--- src/rtl/prio_pkg.sv ---
// Shared types and helpers for the parametrised priority / round-robin arbiter.
package prio_pkg;

  // Arbitration policy selected per decision.
  typedef enum logic {
    ARB_FIXED = 1'b0,
    ARB_RR    = 1'b1
  } arb_mode_e;

  // True when more than one bit of the (zero-extended) request vector is set.
  // Clearing the lowest set bit leaves something only if a second bit exists.
  function automatic logic popcount_gt1(input logic [63:0] v);
    return ((v & (v - 64'd1)) != 64'd0);
  endfunction

endpackage

--- src/rtl/prio_pick.sv ---
// Combinational picker: first set request found searching downward from
// start, wrapping from index 0 back to N-1.
module prio_pick
  import prio_pkg::*;
#(
  parameter int N = 8,
  parameter int W = $clog2(N)
) (
  input  logic [N-1:0] req,
  input  logic [W-1:0] start,
  output logic         found,
  output logic [W-1:0] idx
);

  logic [N-1:0] low_s;
  logic         low_found_s;
  logic [W-1:0] low_idx_s;
  logic [W-1:0] any_idx_s;

  // Requests at or below start take precedence; otherwise the wrap-around
  // winner is simply the highest set request overall.
  always_comb begin
    low_s       = {N{1'b0}};
    low_found_s = 1'b0;
    low_idx_s   = {W{1'b0}};
    any_idx_s   = {W{1'b0}};
    for (int i = 0; i < N; i++) begin
      low_s[i] = req[i] && (W'(i) <= start);
    end
    for (int i = 0; i < N; i++) begin
      if (low_s[i]) begin
        low_found_s = 1'b1;
        low_idx_s   = W'(i);
      end else begin
        low_found_s = low_found_s;
      end
      if (req[i]) begin
        any_idx_s = W'(i);
      end else begin
        any_idx_s = any_idx_s;
      end
    end
    found = |req;
    idx   = low_found_s ? low_idx_s : any_idx_s;
  end

endmodule

--- src/rtl/prio_arbiter.sv ---
// Registered N-input arbiter (fixed priority or round-robin) presenting its
// grant on a valid/ready port and holding it until accepted.
module prio_arbiter
  import prio_pkg::*;
#(
  parameter int N = 8,
  parameter int W = $clog2(N)
) (
  input  logic         clk,
  input  logic         rst_n,
  input  logic [N-1:0] req,
  input  logic         mode,
  input  logic         out_ready,
  output logic         out_valid,
  output logic [W-1:0] out_idx,
  output logic [N-1:0] out_onehot,
  output logic         out_multi
);

  localparam logic [W-1:0] TOP_IDX = W'(N - 1);

  logic         valid_q,  valid_d;
  logic [W-1:0] idx_q,    idx_d;
  logic [N-1:0] onehot_q, onehot_d;
  logic         multi_q,  multi_d;
  logic [W-1:0] ptr_q,    ptr_d;

  logic         slot_free_s;
  logic         hs_s;
  logic [W-1:0] start_s;
  logic         pick_found_s;
  logic [W-1:0] pick_idx_s;

  // Handshake and pointer-next; the updated pointer feeds this cycle's
  // round-robin search so a just-accepted client is not served again first.
  always_comb begin
    slot_free_s = !valid_q || out_ready;
    hs_s        = valid_q && out_ready;
    if (hs_s) begin
      ptr_d = (idx_q == {W{1'b0}}) ? TOP_IDX : (idx_q - W'(1));
    end else begin
      ptr_d = ptr_q;
    end
    if (arb_mode_e'(mode) == ARB_RR) begin
      start_s = ptr_d;
    end else begin
      start_s = TOP_IDX;
    end
  end

  prio_pick #(.N(N), .W(W)) u_pick (
    .req   (req),
    .start (start_s),
    .found (pick_found_s),
    .idx   (pick_idx_s)
  );

  // Next grant: decide only when the slot is free, otherwise hold.
  always_comb begin
    valid_d  = valid_q;
    idx_d    = idx_q;
    onehot_d = onehot_q;
    multi_d  = multi_q;
    if (slot_free_s) begin
      if (pick_found_s) begin
        valid_d  = 1'b1;
        idx_d    = pick_idx_s;
        onehot_d = {{(N-1){1'b0}}, 1'b1} << pick_idx_s;
        multi_d  = popcount_gt1(64'(req));
      end else begin
        valid_d  = 1'b0;
        idx_d    = {W{1'b0}};
        onehot_d = {N{1'b0}};
        multi_d  = 1'b0;
      end
    end else begin
      valid_d = valid_q;
    end
  end

  // Grant and pointer registers; reset discards any outstanding grant.
  always_ff @(posedge clk or negedge rst_n) begin
    if (!rst_n) begin
      valid_q  <= 1'b0;
      idx_q    <= {W{1'b0}};
      onehot_q <= {N{1'b0}};
      multi_q  <= 1'b0;
      ptr_q    <= TOP_IDX;
    end else begin
      valid_q  <= valid_d;
      idx_q    <= idx_d;
      onehot_q <= onehot_d;
      multi_q  <= multi_d;
      ptr_q    <= ptr_d;
    end
  end

  assign out_valid  = valid_q;
  assign out_idx    = idx_q;
  assign out_onehot = onehot_q;
  assign out_multi  = multi_q;

endmodule

--- config.mk ---
export PLATFORM = sky130hd
export DESIGN_NAME = prio_arbiter
export DESIGN_NICKNAME = d
export VERILOG_FILES = /design/src/rtl/prio_pkg.sv /design/src/rtl/prio_pick.sv /design/src/rtl/prio_arbiter.sv
export SDC_FILE = /design/constraint.sdc
export NUM_CORES = 1
export LEC_CHECK = 0
export BUFFER_PORTS_ARGS = -buffer_cell sky130_fd_sc_hd__buf_2
export CAP_MARGIN = 20
export CORE_MARGIN = 8
export CORE_UTILIZATION = 52
export DETAILED_ROUTE_END_ITERATION = 12
export PLACE_DENSITY = 0.78
export SETUP_SLACK_MARGIN = 0.15
export SLEW_MARGIN = 30
export SYNTH_ARGS = -nofsm -noshare
export SYNTH_HDL_FRONTEND = slang
export SYNTH_HIERARCHICAL = 1
export SYNTH_SLANG_ARGS = --single-unit
--- constraint.sdc ---
create_clock -name clk -period 4 [get_ports clk]
set_clock_uncertainty 0.2 [all_clocks]
set_input_delay 0.2 -clock clk [delete_from_list [all_inputs] [get_ports clk]]
set_output_delay 0.2 -clock clk [all_outputs]
set_load 0.005 [all_outputs]
# Yosys cells after proc, flatten, opt, wreduce, memory -nomap -nowiden
# Cells that the tools add are included.
# op_classes
n_bitwise,1
add_sub_neg,2
shifts,1
reduce_logical,14
n_mux,30
magnitude_cmp,8
# ops
cell,n
$and A8 B64 Y64,1
$reduce_bool A64 Y1,1
$mux W3,13
$le A3 B3 Y1 const A,4
$mux W1,12
$logic_and A1 B1 Y1,9
$sub A8 B1 Y9 const B,1
$mux W2,4
$mux W8,1
$reduce_or A8 Y1,1
$shl A1 B3 Y8 const A,1
$le A1 B3 Y1 const A,2
$le A2 B3 Y1 const A,2
$logic_not A3 Y1,1
$sub A3 B1 Y3 const B,1
$logic_not A1 Y1,1
$logic_or A1 B1 Y1,1
# word_totals
register_bits,16
inputBits,12
output_inout_bits,13

# Longest topological paths before layout
# depth
ltp_word,17
ltp_mapped,12

# Modules after synthesis
# The synthesis kept the hierarchy.
# modules_own_cells
module,cells_each,instances,area_each_um2
prio_arbiter,70,1,749.5
prio_pick,37,1,272.8

# Least setup slack after synthesis
# Ideal clock, no wire load.
# synth_path
path_type,reg-to-reg
startpoint,"reg idx_q[0], in the netlist out_idx[0]"
endpoint,"reg onehot_q[3], in the netlist out_onehot[3]"
stages_incl_launch_ff,12
path_slack_ps,1170
arrival_ps,2520
setup_ps,110
path_cell_list,dfrtp_1 -> inv_1 -> ha_1 -> ha_1 -> o211ai_1 -> buf_6 -> or3_4 -> a221oi_4 -> o2111ai_1 -> nand4_1 -> inv_1 -> o41ai_1
# synth_via
elab_chain_len,17
elab_cells_between_ends,39
classes_between,add/sub: 1; order compare: 8; shift: 1; mux: 20; reduce/logical: 9
# synth_rtl
element,line,rtl
"start, declared",prio_arbiter.sv:23,"logic [W-1:0] idx_q, idx_d;"
"start signal, assigned",prio_arbiter.sv:85,idx_q <= {W{1'b0}};
"start signal, assigned",prio_arbiter.sv:91,idx_q <= idx_d;
$sub A3 B1 Y3 / $logic_not A3 Y1 (equally long branches),prio_arbiter.sv:40,ptr_d = (idx_q == {W{1'b0}}) ? TOP_IDX : (idx_q - W'(1));
$mux W3 *,prio_arbiter.sv:40,
$mux W3 *,prio_arbiter.sv:39,if (hs_s) begin
$mux W3 *,prio_arbiter.sv:44,if (arb_mode_e'(mode) == ARB_RR) begin
named net start_s[2],prio_arbiter.sv:30,logic [W-1:0] start_s;
$le A1 B3 Y1,prio_pick.sv:28,low_s[i] = req[i] && (W'(i) <= start);
$logic_and A1 B1 Y1,prio_pick.sv:28,
$mux W1 (8 in series),prio_pick.sv:31,if (low_s[i]) begin
$mux W3 *,prio_pick.sv:44,idx = low_found_s ? low_idx_s : any_idx_s;
named net pick_idx_s[0],prio_arbiter.sv:32,logic [W-1:0] pick_idx_s;
$shl A1 B3 Y8 *,prio_arbiter.sv:68,"onehot_d = {{(N-1){1'b0}}, 1'b1} << pick_idx_s;"
$mux W8 *,prio_arbiter.sv:65,if (pick_found_s) begin
"end signal, assigned",prio_arbiter.sv:86,onehot_q <= {N{1'b0}};
"end signal, assigned",prio_arbiter.sv:92,onehot_q <= onehot_d;
"end, declared",prio_arbiter.sv:24,"logic [N-1:0] onehot_q, onehot_d;"
# The timed path passes the listed nets; every way through them passes the cells marked *.
# A chain may end at the register's enable or synchronous reset.

# Final worst setup path
# layout_path
startpoint,"reg idx_q[0], in the netlist out_idx[0]"
endpoint,"reg onehot_q[1], in the netlist out_onehot[1]"
# The elaborated chain is that of the path after synthesis.

==> results.md <==
- Synth cell types: 40
- Reg-to-reg slack, setup: 0.80 ns
- Total CTS buffers: 3
- Max-cap viol count: 0
- Ys Warns: 6
- Net Sw Frac: approximately 34%
- I/O pins: 25
- Final instance area: 0.00119 mm^2
- Total GRT Usage: 14.5%
- Post-layout min period: 3.20 ns
- GPL Wtd Cong: between 0.7 and 0.8
- Worst Max-Slew Pin Slew: 0.676 ns
- Syn nets: 121
- Most common cell after layout, fill and taps aside: buf_2
- First-pass GRT wire length: 4100 um
- Resized Gates After CTS: 0
- Utilization after layout: 62.8%
- Clock Latency Late Sink: 0.29 ns
- Final Hold Viols: 0
- Fin nets: 148
- Core box area: approximately 0.0019 mm^2
- Slew Limit Fails: 0
- Clock tree buffer depth: 2
- Worst Path Buf+Inv: 2
- Post-Route WL: around 2400 um
- Cell breakdown of the critical path: inv_1 > ha_1 > ha_1 > o211ai_1 > or3_4 > a221oi_4 > o2111ai_1 > nand4_1 > inv_1 > o41ai_1
- CP required: 3.98 ns
- Min-delay src: out_ready
- Setup repair bufs after CTS: 0
- Combinational Power Share: 36.8%
- Initial antenna violation count: 0
- Part of the cycle the worst path needs: 80.1%
- Die W: 60.3 um
- Worst VDD drop: 0.000281 V
- Layout cells sized above 1: 30.8%
- Vias per cell: 5.97
- Die H: 60.3 um
- Power Density: around 430 mW/mm^2
- Worst Hold End: out_onehot[3]$_DFFE_PN0P_
- Setup CP Type: flop to flop
- Clk sinks: 16
- CP arrival: 3.18 ns
- Fillers: between 150 and 200
- Status: finished clean
- Leakage dissipation: between 0.5 and 0.6 nW
- Reg2Reg Depth: 10
- CTS root buf: clkbuf_4
- DRC Markers: 0
- Sequential element share of the synthesized area: 39.5%
- P_sw: 0.000175 W
- Iteration-0 DRC Markers: 28
- Syn avg cell area: 9.55 um^2
- Placed Instance Area: about 0.0011 mm^2
- I/O Buffers: 24
- Slowest cell on crit path: or3_4
- Final HPWL DP: 1820 um
- Area Overhead vs Synth: 16.9%
- Final setup viols: 0
- Syn Inst Count: approximately 110
- Crit start category: flop
- Int Power: 0.000335 W
- Initial Util: 53.7%
- RSZ-0062 raised after global routing: false
- ANT cells: 0
- FF+latch count, synth: 16
- CP delay by family, top: compound AO/OA/AOI/OAI gates
- Wire per inst: 14.9 um
- Met3 global-route usage: 4.24%
- Vias in the first global route: 972
- H-Tree Level Count: 1
- Clk pwr share: 20.5%
- CTS Hold Buffers Added: 1
- Total iterations of the first detailed-routing run: 4
- Grt peak-use layer: met2
- Setup TNS Final: 0 ns
- Cell Rows: 16
- Critical R2R Launch: out_idx[0]$_DFFE_PN0P_
- Placement Setup Slack: 0.817 ns
- Critical path endpoint category: flop
- Final WS setup: 0.795 ns
- Die Area: between 0.003 and 0.004 mm^2
- R2r endpoint: out_onehot[1]$_DFFE_PN0P_
- Max Clock Freq: 0.312 GHz
- CTS tree: built
- Synth Cell Area: 0.00102 mm^2
- Pin count of the biggest net entering global routing: 22
- Clock transition at the registers of the reported paths: about 0.090 ns
- Critical Path Max Stage Delay: ~0.48 ns
- Total global routing overflow: 0
- HP Class: primary input to flop
- Slew Limit Headroom: 54.8%
- Crit Path Max Fanout: 10
- Met2 Track Usage GR: 26.1%
- Sequential fraction of design power: 42.6%
- Met1 GRT Util: 15.7%
- Most frequent cells in the layout: buf_2, nand2_1, dfrtp_1
- Vias post-DR: 955
- Hold path depth: 4
- Antenna-violating nets left: 0
- Hold_ws: 0.0923 ns
-- power by group through the flow --
| stage | registers, W | logic [W] | clock network [W] |
|---|---|---|---|
| after global routing | 0.000223 | 0.000211 | 0.000116 |
| final | 0.000217 | 0.000188 | 0.000105 |
| after global placement | 0.000219 | 0.000181 | 0 |
| after floorplan | 0.000221 | 0.000122 | 0 |
| after detailed placement | 0.000221 | 0.000187 | 0 |
| after CTS | 0.000218 | 0.000189 | 0.000109 |
-- tightest hold or removal path, delay by kind of cell --
family	cells	cell delay [ns]
AOI/OAI and AO/OA	1	0.05
buffers and inverters	1	0.11
and+or+nand+nor	2	0.17
-- Yosys cell counts --
library cell	instances	area share, %
o41ai_1	4	3.4
a221oi_1	1	0.86
nor2_1	6	2.2
nor2b_1	1	0.61
a21o_1	2	1.5
a21oi_1	2	0.98
o211a_1	1	0.98
nor4_1	2	1.2
a32o_1	4	3.9
nand3_1	4	2.0
nand4_1	1	0.61
o21ai_1	1	0.49
or3_4	2	2.2
a22o_1	2	1.7
o211ai_1	3	2.2
nand2_1	15	5.5
inv_1	8	2.9
dfstp_2	3	7.7
a21o_2	1	0.86
or2_1	1	0.61
ha_1	2	2.4
a211o_1	2	1.7
maj3_1	1	0.98
and2_2	1	0.73
nand2b_1	1	0.61
dfrtp_1	13	32
nor2_2	1	0.61
buf_2	1	0.49
o31ai_1	1	0.73
a221oi_2	1	1.5
nor2b_4	1	1.3
o2111ai_1	1	0.86
o21a_1	2	1.5
mux2i_1	1	0.98
a31oi_1	1	0.61
a22o_2	1	0.98
o21ai_0	8	3.9
o22a_2	1	0.98
buf_6	2	2.2
a221oi_4	1	2.6
-- worst max path at each step --
stage / endpoint / startpoint / slack (ns) / depth (start not counted)
after floorplan: out_onehot[3]$_DFFE_PN0P_ / out_idx[0]$_DFFE_PN0P_ / 1.17 / 11
after global placement: out_onehot[1]$_DFFE_PN0P_ / out_idx[0]$_DFFE_PN0P_ / 0.98 / 10
after detailed placement: out_onehot[1]$_DFFE_PN0P_ / out_idx[0]$_DFFE_PN0P_ / 0.82 / 10
after CTS: out_onehot[1]$_DFFE_PN0P_ / out_idx[0]$_DFFE_PN0P_ / 0.81 / 10
after global routing: out_onehot[1]$_DFFE_PN0P_ / out_idx[0]$_DFFE_PN0P_ / 0.49 / 10
final: out_onehot[1]$_DFFE_PN0P_ / out_idx[0]$_DFFE_PN0P_ / 0.80 / 10
-- logic make-up after synthesis --
logic type	synth area share, %
buf+inv	5.63
compound gates	32.2
simple gates	18.2
fa+ha+maj	3.43
flops	39.5
mux	0.979
-- sequential cells by signal, indices dropped and copies added (netlist names) --
signal      flops
ptr_q           3
out_valid       1
out_idx         3
out_onehot      8
out_multi       1
-- final cells by class --
cell class	instances	area, um^2	share of cell area (%)
repair buffers	25	130	10.9
clock buffers	4	36.3	3.04
flip-flops and latches	16	404	33.8
multi-input cells	80	561	46.9
well taps	27	33.8	2.83
inverters	8	30.0	2.51
-- layer usage --
metal	part of all wire [%]	up-vias
met5	0	-
met4	1.0	0
met3	6.4	4
met2	52	29
met1	40	458
li1	-	464
-- metrics by stage --
step / cells / power [W]
final: 160 / 0.000510
after global routing: 160 / 0.000549
after CTS: 160 / 0.000516
after detailed placement: 155 / 0.000408
after global placement: 155 / 0.000400
after floorplan: 107 / 0.000344
No activity file was read; power rests on OpenSTA's default activity.
